`src/rtl/arb_mux_n.sv`:
```
// arb_mux_n: one FIFO per input channel, merged onto a single registered output
// by a round-robin (MODE 0) or fixed-priority (MODE 1, lowest index wins) arbiter.
module arb_mux_n #(
  parameter int NUM_CH = 4,
  parameter int WIDTH  = 64,
  parameter int DEPTH  = 8,
  parameter int MODE   = 0
) (
  input  logic                      CLK,
  input  logic                      Reset,
  input  logic [NUM_CH-1:0]         i_DataValid,
  input  logic [NUM_CH*WIDTH-1:0]   i_DataIn,
  output logic [NUM_CH-1:0]         o_DataGrant,
  input  logic                      i_DataGrant,
  output logic                      o_DataValid,
  output logic [WIDTH-1:0]          o_DataOut,
  output logic [$clog2(NUM_CH)-1:0] o_ChId,
  output logic [NUM_CH-1:0]         o_Overflow
);

  localparam int CHW = $clog2(NUM_CH);
  localparam int PW  = $clog2(DEPTH);
  localparam int CW  = $clog2(DEPTH + 1);
  localparam int SW  = CHW + 1;

  logic [WIDTH-1:0]  mem_q    [NUM_CH][DEPTH];
  logic [PW-1:0]     wr_ptr_q [NUM_CH];
  logic [PW-1:0]     wr_ptr_d [NUM_CH];
  logic [PW-1:0]     rd_ptr_q [NUM_CH];
  logic [PW-1:0]     rd_ptr_d [NUM_CH];
  logic [CW-1:0]     count_q  [NUM_CH];
  logic [CW-1:0]     count_d  [NUM_CH];
  logic [NUM_CH-1:0] ovf_q, ovf_d;
  logic [CHW-1:0]    rr_ptr_q, rr_ptr_d;
  logic              valid_q, valid_d;
  logic [WIDTH-1:0]  data_q, data_d;
  logic [CHW-1:0]    ch_q, ch_d;

  logic [NUM_CH-1:0] req, push, pop;
  logic              load, any_req;
  logic [CHW-1:0]    win_idx;

  // Grant depends only on the registered count, so a pop in the same cycle
  // cannot open a slot early.
  always_comb begin
    o_DataGrant = '0;
    req         = '0;
    push        = '0;
    for (int i = 0; i < NUM_CH; i++) begin
      o_DataGrant[i] = (count_q[i] != CW'(DEPTH));
      req[i]         = (count_q[i] != '0);
      push[i]        = i_DataValid[i] && o_DataGrant[i];
    end
  end

  always_comb begin
    logic [SW-1:0] cand;
    logic          found;
    cand    = '0;
    found   = 1'b0;
    win_idx = '0;
    any_req = |req;
    for (int k = 0; k < NUM_CH; k++) begin
      if (MODE == 0) begin
        cand = {1'b0, rr_ptr_q} + SW'(k);
        if (cand >= SW'(NUM_CH)) cand = cand - SW'(NUM_CH);
      end else begin
        cand = SW'(k);
      end
      if (!found && req[cand[CHW-1:0]]) begin
        found   = 1'b1;
        win_idx = cand[CHW-1:0];
      end
    end
  end

  // NOTE: combinational blocks use blocking '=' and assign every output a
  // default first, so no path can leave a value unassigned and infer a latch.
  always_comb begin
    load     = !valid_q || i_DataGrant;
    pop      = '0;
    valid_d  = valid_q;
    data_d   = data_q;
    ch_d     = ch_q;
    rr_ptr_d = rr_ptr_q;
    ovf_d    = ovf_q | (i_DataValid & ~o_DataGrant);
    if (load) begin
      valid_d = any_req;
      if (any_req) begin
        pop[win_idx] = 1'b1;
        data_d       = mem_q[win_idx][rd_ptr_q[win_idx]];
        ch_d         = win_idx;
        if (MODE == 0) begin
          rr_ptr_d = (win_idx == CHW'(NUM_CH - 1)) ? '0 : win_idx + CHW'(1);
        end
      end
    end
  end

  always_comb begin
    for (int i = 0; i < NUM_CH; i++) begin
      wr_ptr_d[i] = wr_ptr_q[i];
      rd_ptr_d[i] = rd_ptr_q[i];
      count_d[i]  = count_q[i];
      if (push[i]) wr_ptr_d[i] = wr_ptr_q[i] + PW'(1);
      if (pop[i])  rd_ptr_d[i] = rd_ptr_q[i] + PW'(1);
      case ({push[i], pop[i]})
        2'b10:   count_d[i] = count_q[i] + CW'(1);
        2'b01:   count_d[i] = count_q[i] - CW'(1);
        default: count_d[i] = count_q[i];
      endcase
    end
  end

  // NOTE: sequential state uses non-blocking '<=' so every flop samples the
  // pre-edge values regardless of statement order.
  always_ff @(posedge CLK) begin
    if (Reset) begin
      for (int i = 0; i < NUM_CH; i++) begin
        wr_ptr_q[i] <= '0;
        rd_ptr_q[i] <= '0;
        count_q[i]  <= '0;
      end
      ovf_q    <= '0;
      rr_ptr_q <= '0;
      valid_q  <= 1'b0;
      data_q   <= '0;
      ch_q     <= '0;
    end else begin
      wr_ptr_q <= wr_ptr_d;
      rd_ptr_q <= rd_ptr_d;
      count_q  <= count_d;
      ovf_q    <= ovf_d;
      rr_ptr_q <= rr_ptr_d;
      valid_q  <= valid_d;
      data_q   <= data_d;
      ch_q     <= ch_d;
    end
  end

  // NOTE: storage is deliberately not reset; zeroed counts and pointers make
  // any stale contents unreachable, and a reset-free array maps onto RAM.
  always_ff @(posedge CLK) begin
    for (int i = 0; i < NUM_CH; i++) begin
      if (!Reset && push[i]) mem_q[i][wr_ptr_q[i]] <= i_DataIn[i*WIDTH +: WIDTH];
    end
  end

  assign o_DataValid = valid_q;
  assign o_DataOut   = data_q;
  assign o_ChId      = ch_q;
  assign o_Overflow  = ovf_q;

endmodule

```
`config.mk`:
```
export PLATFORM = sky130hd
export DESIGN_NAME = arb_mux_n
export DESIGN_NICKNAME = d
export VERILOG_FILES = /design/src/rtl/arb_mux_n.sv
export SDC_FILE = /design/constraint.sdc
export NUM_CORES = 2
export LEC_CHECK = 0
export BUFFER_PORTS_ARGS = -buffer_cell sky130_fd_sc_hd__buf_2
export CAP_MARGIN = 20
export CELL_PAD_IN_SITES_DETAIL_PLACEMENT = 2
export CELL_PAD_IN_SITES_GLOBAL_PLACEMENT = 2
export CORE_ASPECT_RATIO = 1.25
export CORE_MARGIN = 5
export CORE_UTILIZATION = 45
export CTS_BUF_LIST = sky130_fd_sc_hd__clkbuf_16
export DETAILED_ROUTE_END_ITERATION = 10
export PLACE_DENSITY = 0.87
export REMOVE_ABC_BUFFERS = 1
export SETUP_SLACK_MARGIN = 0.02
export SYNTH_ARGS = -nofsm -noshare
export SYNTH_HDL_FRONTEND = slang
export SYNTH_SLANG_ARGS = --single-unit
export TNS_END_PERCENT = 10
```
`constraint.sdc`:
```
create_clock -name CLK -period 11.83 [get_ports CLK]
set_input_delay 1.183 -clock CLK [delete_from_list [all_inputs] [get_ports CLK]]
set_output_delay 1.183 -clock CLK [all_outputs]
set_load 0.02 [all_outputs]
```
* After elaboration in Yosys (flattened, before gate mapping) *
Memories as Yosys holds them, arrays and structs flattened.
Cells that the tools add are included.
W data, S select, Z words.

word-level totals
  register bits = 113
  memory bits (writable) = 2048
  input bits = 263
  logic and storage cells = 166
  memories = 1

operators by class
  add/sub/neg operators = 24
  order comparisons = 20
  eq/ne operators = 13
  multiplexer cells = 50
  bitwise logic cells = 9
  reduce and logical (&&, ||, !) cells = 32

memory list
  name   depth  width  rd ports  clocked after memory_dff  write ports  RTL line  source
  mem_q  4      512    1         0                         4            26        logic [WIDTH-1:0] mem_q [NUM_CH][DEPTH];

operators with widths
  operator               number
  $mux W512              4
  $demux W64 S3          4
  $mux W64               6
  $bmux W64 S3           1
  $pmux W4 S2            4
  $add A3 B1 Y3 const B  8
  $ge A4 B4 Y1 const B   5
  $not A3 Y4             5
  $mux W2                9
  $add A4 B1 Y4 const B  4
  $logic_and A1 B1 Y1    16
  $lt A4 B1 Y1 const B   4
  $ne A4 B4 Y1 const B   4
  $reduce_bool A4 Y1     4
  $sub A4 B1 Y4 const B  4
  $lt A2 B3 Y1 const B   5
  $ge A3 B3 Y1 const B   4
  $mux W1                12
  $eq A2 B2 Y1 const B   5
  $bmux W1 S2            4
  $eq A2 B1 Y1 const B   4
  $mux W4                2
  $reduce_bool A2 Y1     4
  $sub A2 B1 Y2 const B  4
  16 further kinds       22

* Depth between registers and ports, before layout *
  word-level depth = 22
  gate-level depth with buffers = 20
  mapped depth without buffers = 14

* Least setup slack after synthesis *
OpenSTA, ideal clock, no wires.

  kind = input -> register
  start point = input i_DataValid[2]
  end point = memory mem_q[2][192] (netlist name), enable pin
  setup time = 0.666 ns
  data arrival time = 8.189 ns
  data required time = 11.164 ns
  slack = 2.975 ns
  stages on the path = 3
  path through = nand2_1 or2_2 nor4b_1

RTL lines
  item                RTL line  source
  start: declaration  11        input logic [NUM_CH-1:0] i_DataValid,
  end: declaration    26

* Worst setup path after layout *
  start point = register count_q[14] (netlist name)
  end point = register data_q[6], in the netlist o_DataOut[6]

between the ends
  longest elaborated chain between the ends = 21
  elaborated cells between the ends (all ways) = 33

RTL lines
  item                                          RTL line  source
  start: declaration                            31        logic [CW-1:0] count_q [NUM_CH];
  start signal: assignment                      132       count_q <= count_d;
  $reduce_bool A4 Y1 *                          51        req[i] = (count_q[i] != '0);
  $bmux W1 S2                                   70        if (!found && req[cand[CHW-1:0]]) begin
  $mux W1 (not written as such)                 70
  $mux W1                                       70
  $logic_not A1 Y1                              70
  $logic_and A1 B1 Y1                           70
  $mux W1                                       70
  $logic_not A1 Y1                              70
  [... 3 more ...]                              --
  $logic_and A1 B1 Y1                           70
  $mux W2                                       70
  $not A2 Y3 (not written as such)              91        data_d = mem_q[win_idx][rd_ptr_q[win_idx]];
  $bmux W3 S2                                   91
  $mux W3 (not written as such) (2 in series)   91
  $not A3 Y4 (not written as such)              91
  $bmux W64 S3                                  91
  $mux W64 (not written as such) (2 in series)  91
  end signal: assignment                        136       data_q <= data_d;
  end: declaration                              36        logic [WIDTH-1:0] data_q, data_d;

Every way passes the cells marked *; elsewhere a longest branch is shown, timed or not. The select of a mux whose other input is x is not followed.
A chain may end at the register's enable or synchronous reset.

==> flow_summary.toml <==
[setup_path]
crit_path_start_kind = "flip-flop"
r2r_setup_slack_ns = 4.82
path_class = "reg2reg"
cp_max_fo = 110
cp.arrival_ns = 7.77
cp_cell_sequence = "or4_1 -> a211oi_2 -> o32ai_4 -> inv_8 -> buf_4 -> buf_4 -> buf_4 -> buf_4 -> a21oi_1 -> a221oi_1 -> a211o_1 -> a21oi_1 -> nor4_2"
worst_path_dominant_cell_family = "buffers and inverters"
worst-path-buf-inv = 5
slowest_delay_ns = 0.95
worst_path_most_repeated_cell = "buf_4"
slowest_stage = "buf_4"
required_ns = 12.59
worst_setup_path_end_kind = "flip-flop"

[run]
maxCapViolCount = 0

[timing]
worst_pin_slew_ns = 1.29
setup_viol = 0
hold_viol_final = 0
finClkSkew_ns = 0.0461
period_share_pct = 59.3
setup_ws_ns = 4.82
max_clock_freq_ghz = 0.143
drv_slew = 0
rsz0062_at_grt = "false"
timing.final.crit_period_ns = 7.01
holdWs_ns = 0.498
slew_headroom_pct = 14.1

[logic_synthesis]
yosysMostFrequentCell = "edfxtp_1"
seq_area_frac_synth_pct = 75.0
async_reset_ff_share_pct = 0
ys_types = 54
synth_area_per_cell_um2 = 14.6
synth.yosys.warnings = 0
synth_edf_count = 2048
syn_area_um2 = 85000
synth_seq_cells = 2161
synth_top_area_share_pct = 72.4
ys.flop_type = "edfxtp_1"
syn_inst = 5830
ys_top_cells_by_area = "edfxtp_1, a21oi_1, nand2_1"
yosysTopAreaCell = "edfxtp_1"
synthTopCellsByCount = "edfxtp_1, nand2_1, a21oi_1"

[cts]
cts_made_buffers = 212
clock_sinks = 2161
cts_tree = "done"
cts_hold_buf = 0
clock-root-buffer = "clkbuf_16"
clockBufferDepth = 3
htreeDepth = 4
clk_pin_slew_worst_paths_ns = 0.07
worstSkewPairLatency_ns = 0.89
cts_resized = 0
cts_setup_buffers = 0

[detailed_routing]
dr.first_iter.drc_count = 8567
wire_per_inst_um = 43.2
postRouteAntennaNets = 0
drc = 0
first_pass_iters = 5
vias = 61200
wirelength_um = 381000
vias_per_cell = 6.95

[global_routing]
grtUsageTotal_pct = 36.9
grt_pass1_wl_um = 517000
grt_pass1_vias = 65400
grt_max_degree = 195
overflow = 0
antenna_found_initial = 78

[floorplan]
io_pins = 338
fp.coreArea_um2 = 188000
initial_utilization_pct = 45.2
die_x_um = 399
die_area_um2 = 198000
row_count = 178
fp.dieH_um = 496

[layout]
design_area_um2 = 96000
nNetsFinal = 6333
area_growth_pct = 12.9
drive_gt1_share_pct = 13.3

[placed_design]
dpl_cell_area_um2 = 89100
place.gp.congestion = 0.779
hpwl_um = 190000
dp_slack_ns = 5.28
io_buffer_count = 337

[outcome]
status = "finished, final reports clean"

[hold_path]
min_path_type = "reg2reg"
state kept, by name, indices dropped and copies added (netlist names):
register     count
count_q         16
mem_q         2048
o_ChId           2
o_DataOut       64
o_DataValid      1
o_Overflow       4
rd_ptr_q        12
rr_ptr_q         2
wr_ptr_q        12
stage by stage:
step / TNS (ns) / util (%) / std cells
2_1_floorplan: -3619.13 / - / 5390
3_3_place_gp: 0 / 47.4 / 8349
3_5_place_dp: 0 / 47.4 / 8350
4_1_cts: 0 / 50.9 / 8749
5_1_grt: 0 / 51.0 / 8775
6_report: 0 / 51.0 / 8807
worst reg2reg max path, delay by kind of cell (launching register included):
family | cells | cell delay (ns)
compound gates | 6 | 1.47
buf+inv | 5 | 4.14
simple gates | 2 | 0.91
flops | 1 | 0.37
metal layers:
layer	track usage, %	vias to the layer above	share of wire (%)
met5	0	-	0.071
li1	-	23000	-
met3	9.01	1522	11
met1	45.1	31800	35
met4	20.6	40	7.0
met2	60.5	4827	48
final timing paths:
check / from / end / cells past startpoint
max reg2reg: count_q[14]$_SDFFE_PP0P_ / o_DataOut[6]$_SDFFE_PP0P_ / 13
min reg2reg: o_Overflow[0]$_SDFF_PP0_ / o_Overflow[0]$_SDFF_PP0_ / 2
max: count_q[14]$_SDFFE_PP0P_ / o_DataOut[6]$_SDFFE_PP0P_ / 13
min: o_Overflow[0]$_SDFF_PP0_ / o_Overflow[0]$_SDFF_PP0_ / 2
final cells by class:
type / count / area, µm²
fill: 17300 / 92000
sequential: 2161 / 63800
multi-input combinational: 3217 / 19500
clock buffer: 215 / 5380
tap: 2520 / 3150
timing repair buffer: 443 / 2740
clock inverter: 184 / 1210
antenna: 55 / 138
inverter: 12 / 68.8
layout by cell type, fill, tap and decap left out, types with 55 or more instances in the layout:
cell type | netlist | routed
a211o_1 | 127 | 127
clkbuf_16 | 0 | 215
diode_2 | 0 | 55
a21oi_1 | 925 | 925
inv_1 | 10 | 70
dfxtp_1 | 113 | 113
clkinv_1 | 0 | 59
buf_2 | 129 | 336
buf_4 | 23 | 88
nor4_2 | 57 | 59
a221o_1 | 128 | 128
edfxtp_1 | 2048 | 2048
nand2_1 | 932 | 931
nor2_1 | 130 | 110
nand3_1 | 137 | 137
mux2i_1 | 260 | 260
a221oi_1 | 128 | 128
a22oi_1 | 256 | 256
cell families after synthesis:
logic type      after synthesis  share of synthesized area [%]
fa+ha+maj                    23                          0.356
mux                         261                           3.09
compound gates             1597                           12.1
flops                      2161                           75.0
buf+inv                     452                           2.36
simple gates               1309                           6.75
xor+xnor                     27                          0.278
Power is not shown: default switching activity piles up to over one toggle a cycle in this logic, so the estimate is an artifact.
